## src/rtl/tl_slave_mem.sv

```systemverilog
// Single-outstanding slave: A-channel put/get into a DEPTH x 32 register memory,
// fixed-latency D-channel response. Optional feature macro: TL_SLAVE_DENIED_EN.
module tl_slave_mem #(
  parameter int DEPTH   = 16,
  parameter int LATENCY = 1
) (
  input  logic        clk,
  input  logic        rst,
  input  logic        a_valid,
  output logic        a_ready,
  input  logic [3:0]  a_opcode,
  input  logic [3:0]  a_mask,
  input  logic [3:0]  a_address,
  input  logic [31:0] a_data,
  output logic        d_valid,
  input  logic        d_ready,
  output logic [3:0]  d_opcode,
  output logic [31:0] d_data,
  output logic        d_denied
);

  // state | meaning
  // IDLE  | waiting for an A request (a_ready high)
  // BUSY  | access latency countdown
  // RESP  | D response presented, held until d_ready
  typedef enum logic [1:0] {IDLE, BUSY, RESP} state_t;

  localparam logic [3:0] OP_FULL  = 4'd0;
  localparam logic [3:0] OP_PART  = 4'd1;
  localparam logic [3:0] OP_GET   = 4'd4;
  localparam logic [4:0] DEPTH_W  = 5'(DEPTH);
  localparam logic [3:0] CNT_INIT = 4'((LATENCY == 0) ? 0 : LATENCY - 1);

  state_t      state;
  logic [3:0]  cnt;
  logic [3:0]  op_q;
  logic [3:0]  idx_q;
  logic        den_q;
  logic [31:0] mem [16];

  logic [3:0]  a_idx;
  logic        a_known;
  logic        a_den;
  logic [3:0]  r_op;
  logic [3:0]  r_idx;
  logic        r_den;
  logic [31:0] r_data;

  assign a_ready = (state == IDLE);
  assign a_idx   = 4'({1'b0, a_address} % DEPTH_W);
  assign a_known = (a_opcode == OP_FULL) || (a_opcode == OP_PART) || (a_opcode == OP_GET);

`ifdef TL_SLAVE_DENIED_EN
  assign a_den = ({1'b0, a_address} >= DEPTH_W) || !a_known;
`else
  assign a_den = 1'b0;
`endif

  // With zero latency the response is built straight from the A inputs.
  assign r_op   = (state == IDLE) ? a_opcode : op_q;
  assign r_idx  = (state == IDLE) ? a_idx    : idx_q;
  assign r_den  = (state == IDLE) ? a_den    : den_q;
  assign r_data = ((r_op == OP_GET) && !r_den) ? mem[r_idx] : 32'd0;

  always_ff @(posedge clk) begin
    if (rst) begin
      state    <= IDLE;
      cnt      <= 4'd0;
      op_q     <= 4'd0;
      idx_q    <= 4'd0;
      den_q    <= 1'b0;
      d_valid  <= 1'b0;
      d_opcode <= 4'd0;
      d_data   <= 32'd0;
      d_denied <= 1'b0;
      for (int i = 0; i < 16; i++) mem[i] <= 32'd0;
    end else begin
      case (state)
        IDLE: begin
          if (a_valid) begin
            op_q  <= a_opcode;
            idx_q <= a_idx;
            den_q <= a_den;
            if (!a_den) begin
              if (a_opcode == OP_FULL) begin
                mem[a_idx] <= a_data;
              end else if (a_opcode == OP_PART) begin
                for (int b = 0; b < 4; b++)
                  if (a_mask[b]) mem[a_idx][8*b +: 8] <= a_data[8*b +: 8];
              end
            end
            if (LATENCY == 0) begin
              state    <= RESP;
              d_valid  <= 1'b1;
              d_opcode <= (r_op == OP_GET) ? 4'd1 : 4'd0;
              d_data   <= r_data;
              d_denied <= r_den;
            end else begin
              state <= BUSY;
              cnt   <= CNT_INIT;
            end
          end
        end
        BUSY: begin
          if (cnt == 4'd0) begin
            state    <= RESP;
            d_valid  <= 1'b1;
            d_opcode <= (r_op == OP_GET) ? 4'd1 : 4'd0;
            d_data   <= r_data;
            d_denied <= r_den;
          end else begin
            cnt <= cnt - 4'd1;
          end
        end
        RESP: begin
          if (d_ready) begin
            state    <= IDLE;
            d_valid  <= 1'b0;
            d_opcode <= 4'd0;
            d_data   <= 32'd0;
            d_denied <= 1'b0;
          end
        end
        default: state <= IDLE;
      endcase
    end
  end

endmodule

```

## config.mk

```make
export PLATFORM = sky130hd
export DESIGN_NAME = tl_slave_mem
export DESIGN_NICKNAME = d
export VERILOG_FILES = /design/src/rtl/tl_slave_mem.sv
export SDC_FILE = /design/constraint.sdc
export NUM_CORES = 1
export LEC_CHECK = 0
export CAP_MARGIN = 40
export CORE_AREA = 4 4 223 225
export DETAILED_ROUTE_END_ITERATION = 10
export DIE_AREA = 0 0 227 229
export GPL_TIMING_DRIVEN = 0
export MAX_ROUTING_LAYER = met4
export PLACE_DENSITY = 0.8
export SETUP_SLACK_MARGIN = 0.3
export SYNTH_ARGS = -nofsm -noshare
export SYNTH_HDL_FRONTEND = slang
export SYNTH_SLANG_ARGS = --single-unit
```

## constraint.sdc

```tcl
create_clock -name clk -period 3.9 [get_ports clk]
set_input_delay 0.78 -clock clk [delete_from_list [all_inputs] [get_ports clk]]
set_output_delay 0.78 -clock clk [all_outputs]
set_load 0.01 [all_outputs]
```

Yosys cells after proc, flatten, opt, wreduce, memory -nomap -nowiden
Memory sizes are Yosys's and may differ from the RTL's.
Index checks and enable logic that the tools add are counted.
{"block": "totals", "in_bits": 48, "ramBits": 512, "output_inout_bits": 39, "wordCells": 96, "ff_bits": 52, "memories": 1}
{"memory": "mem", "depth": 16, "word_bits": 32, "rd": 1, "rd_clocked_by_memory_dff": 0, "write_ports": 16, "line_no": "39", "rtl": "logic [31:0] mem [16];"}
{"block": "classes", "bitwise_logic": 4, "reduce_logical": 10, "muxes": 64, "n_addsub": 1, "n_eq_ne": 8}
{"operator": "2-to-1 mux 32 bit", "n": 4}
{"operator": "case mux 32 bit (2 select lines)", "n": 1}
{"operator": "2-to-1 mux 1 bit", "n": 39}
{"operator": "2-to-1 mux 4 bit", "n": 8}
{"operator": "2-to-1 mux 8 bit", "n": 4}
{"operator": "OR reduction 32 bit", "n": 1}
{"operator": "case mux 4 bit (2 select lines)", "n": 2}
{"operator": "AND reduction 3 bit", "n": 3}
{"operator": "logical NOT 4 bit", "n": 2}
{"operator": "inequality test 2 bit (second input constant)", "n": 4}
{"operator": "2-to-1 mux 2 bit", "n": 3}
{"operator": "case mux 2 bit (3 select lines)", "n": 1}
{"operator": "== test 4 x 1 -> 1 bit (second input constant)", "n": 1}
{"operator": "== test 4 x 3 -> 1 bit (second input constant)", "n": 1}
{"operator": "bitwise OR 1 bit", "n": 4}
{"operator": "case mux 1 bit (2 select lines)", "n": 2}
{"operator": "nonzero test 2 bit", "n": 2}
{"operator": "subtractor 4 x 1 -> 4 bit (second input constant)", "n": 1}
{"operator": "== test 2 x 1 -> 1 bit (second input constant)", "n": 1}
{"operator": "== test 2 bit (second input constant)", "n": 1}
{"operator": "logical NOT 2 bit", "n": 1}
{"operator": "AND reduction 2 bit", "n": 1}

Depth between registers and ports, before layout
{"block": "logic_depth", "word_depth": 10, "mapped_depth": 9, "mapped_depth_nobuf": 7}

Worst setup path after synthesis
No wires, ideal clock.
{"block": "synth_path", "path_type": "input-to-reg", "startpoint": "in rst", "endpoint": "mem mem[1][0] (enable)", "setup_slack_ps": 1036, "t_arrival_ps": 2480, "setup_time_ps": 384, "stages": 6, "path_buffers": 2, "required_time_ps": 3516, "path_cell_list": "clkbuf_1 > nor4b_2 > buf_2 > o21a_2 > nand2b_1 > o21ai_0"}
{"element": "start: declaration", "line_no": "8", "rtl": "input logic rst,"}
{"element": "end: declaration", "line_no": "39"}

==> impl_metrics.tcl <==
set metrics [dict create \
    status "complete, no violations" \
    antenna_found_initial 0 \
    ios 87 \
    grt_util_met2 0.434 \
    synth_edf_count 512 \
    cts_resized 0 \
    fmax_mhz 285 \
    drt-initial-drc-count 2494 \
    viasPerCell 6.35 \
    ys_seq_area_frac 0.631 \
    final-hold-violation-count 0 \
    cts_setup_buffers 0 \
    routed_wirelength_mm 72.3 \
    grt_max_degree 15 \
    cp_data_required_time_ns 4.20 \
    p_total_mw 14.7 \
    grt_pass1_vias 17900 \
    fp.dieW_um 227 \
    finalMaxSlewViolations 0 \
    synth_area_sq_mm 0.0259 \
    cp_top_family "simple AND/OR/NAND/NOR gates" \
    grt.busiest_layer "met2" \
    wl_per_cell_um 25.2 \
    crit_buf_inv 2 \
    placed_cell_area_sq_mm 0.0277 \
    hold_buffers 0 \
    drt_first_pass_iters 8 \
    areaGrowthSynthToFinish_pct 13.7 \
    p_leak_nw 10.5 \
    yosysUniqueCellTypes 55 \
    final_cell_area_sq_mm 0.0295 \
    core_sq_mm 0.0475 \
    ys_warn_count 0 \
    ant_nets 0 \
    arrival_ns 3.81 \
    fin_nets 2251 \
    grt_overflow 0 \
    root_buffer "clkbuf_16" \
    cp_cell_sequence "clkdlybuf4s50_1 > nor2_1 > nand3_1 > clkbuf_1 > nor3_2 > or2_2" \
    rsz0062_at_grt "no" \
    min_period_over_period 0.901 \
    die_area_sq_mm 0.0520 \
    setup_viol 0 \
    async_reset_ff_frac 0 \
    postSynthCellCount 2034 \
    htree_levels 2 \
    num_rows 80 \
    ys_ff_latch 560 \
    port_buffers 80 \
    critPathLaunchType "primary input" \
    drive_gt1_frac 0.133 \
    clk_path_buf_depth 3 \
    worst-path-max-fanout 10 \
    end_kind "flip-flop" \
    clk_latency_ns 0.62 \
    crit_type "primary input to flip-flop" \
    cts.sinks 560 \
    vias 18200 \
    cts_buffers 56 \
    place_ws_ns -0.107 \
    period_needed_ns 3.51 \
    slowest_stage "nor3_2" \
    floorplan.initialDensity 0.545 \
    gr-usage-met1 0.368 \
    layout_commonest_cell "and2_1" \
    fin_skew_ns 0.0181 \
    place.gp.congestion 0.994 \
    drc 0 \
    maxCapViolations 0 \
    antenna_cells 0 \
    power_density_mw_per_mm2 500 \
    relSlewSlack 0.340 \
    cts_tree "done" \
    hpwl_mm 52.1 \
    met3_usage 0.0744 \
    cp_slowest_stage_delay_ns 0.65 \
    min-delay-path-class "flip-flop to flip-flop" \
    path_clk_slew_ns 0.06 \
    die_h_um 229 \
    ys.flop_type "edfxtp_1" \
    track_usage 0.283 \
    nFillCells 3474 \
    ir_drop_mv 0.334 \
    grt_pass1_wl_mm 108 \
    avgSynthCellArea_sq_um 12.7 \
    final_cell_mix "and2_1 (513), edfxtp_1 (512), nand3_1 (259)" \
    worstMarginPinSlew_ns 0.982 \
    setup_slack_ns 0.386 \
]
layout make-up:
type / instances / area, sq um / area share
repair buffers: 107 / 980 / 0.0333
inverters: 10 / 37.5 / 0.00127
flip-flops and latches: 560 / 16300 / 0.554
well taps: 615 / 769 / 0.0261
clock inverters: 27 / 244 / 0.00828
clock buffers: 77 / 1550 / 0.0527
multi-input cells: 1307 / 8860 / 0.301
plain buffers: 160 / 682 / 0.0231
power breakdown:
part / internal [mW] / total, mW / switching (mW)
combinational: 0.838 / 2.50 / 1.66
clock: 3.04 / 5.36 / 2.31
sequential: 6.76 / 6.87 / 0.103
total: 10.6 / 14.7 / 4.08
cell usage after synthesis (32+ instances only):
master,n,area (sq um)
a22oi_1,32,240
a311oi_1,32,280
and2_1,513,3210
clkbuf_1,121,454
dfxtp_1,48,961
edfxtp_1,512,15400
mux4_2,64,1440
nand2_1,43,161
nand3_1,259,1300
nand4_1,32,200
o21ai_0,139,696
or2_2,49,307
worst register-to-register path: stages, from the launching register on:
cell      delay, ns
dfxtp_1        0.36
buf_2          0.20
nor4b_2        0.55
buf_2          0.37
o21a_2         0.24
nand3b_2       0.22
o21ai_0        0.73
buf_2          0.30
worst paths after layout:
check / startpoint / endpoint / slack (ns) / cells after the start
max: a_address[1] / mem[13][18] / 0.39 / 6
min: d_data[21] / d_data[21] / 0.46 / 2
max reg2reg: state[0] / mem[8][3] / 0.64 / 7
min reg2reg: d_data[21] / d_data[21] / 0.46 / 2
flip-flops by register name, indices dropped and copies added (netlist names):
signal / cells
state: 2
mem: 512
d_opcode: 1
d_data: 32
idx_q: 4
op_q: 4
cnt: 4
d_valid: 1
layer usage:
metal | vias to the layer above | wire length [um]
li1 | 7826 | -
met1 | 8950 | 27100
met2 | 1202 | 33600
met3 | 213 | 8710
met4 | 0 | 2800
met5 | - | 0
cell families (layout without fill, tap and decap cells):
logic type | after synthesis | in the layout | synth area share
AND/OR/NAND/NOR | 996 | 996 | 0.228
flip-flops | 560 | 560 | 0.631
AO/OA/AOI/OAI | 235 | 235 | 0.0549
buffers and inverters | 170 | 381 | 0.0278
multiplexers | 68 | 68 | 0.0574
XOR/XNOR | 3 | 3 | 0.00101
adder cells (fa/ha/maj) | 1 | 1 | 0.000483
other | 1 | 4 | 0.000145
metrics by stage:
step	hold slack [ns]	utilization	std cells	TNS [ns]
2_1_floorplan	0.434	-	2037	0
3_3_place_gp	0.442	0.578	2732	-14.90
3_5_place_dp	0.447	0.582	2759	-2.46
4_1_cts	0.462	0.620	2863	0
5_1_grt	0.476	0.620	2863	0
6_report	0.457	0.620	2863	0
Note: power is estimated with default switching activity, not from simulation.
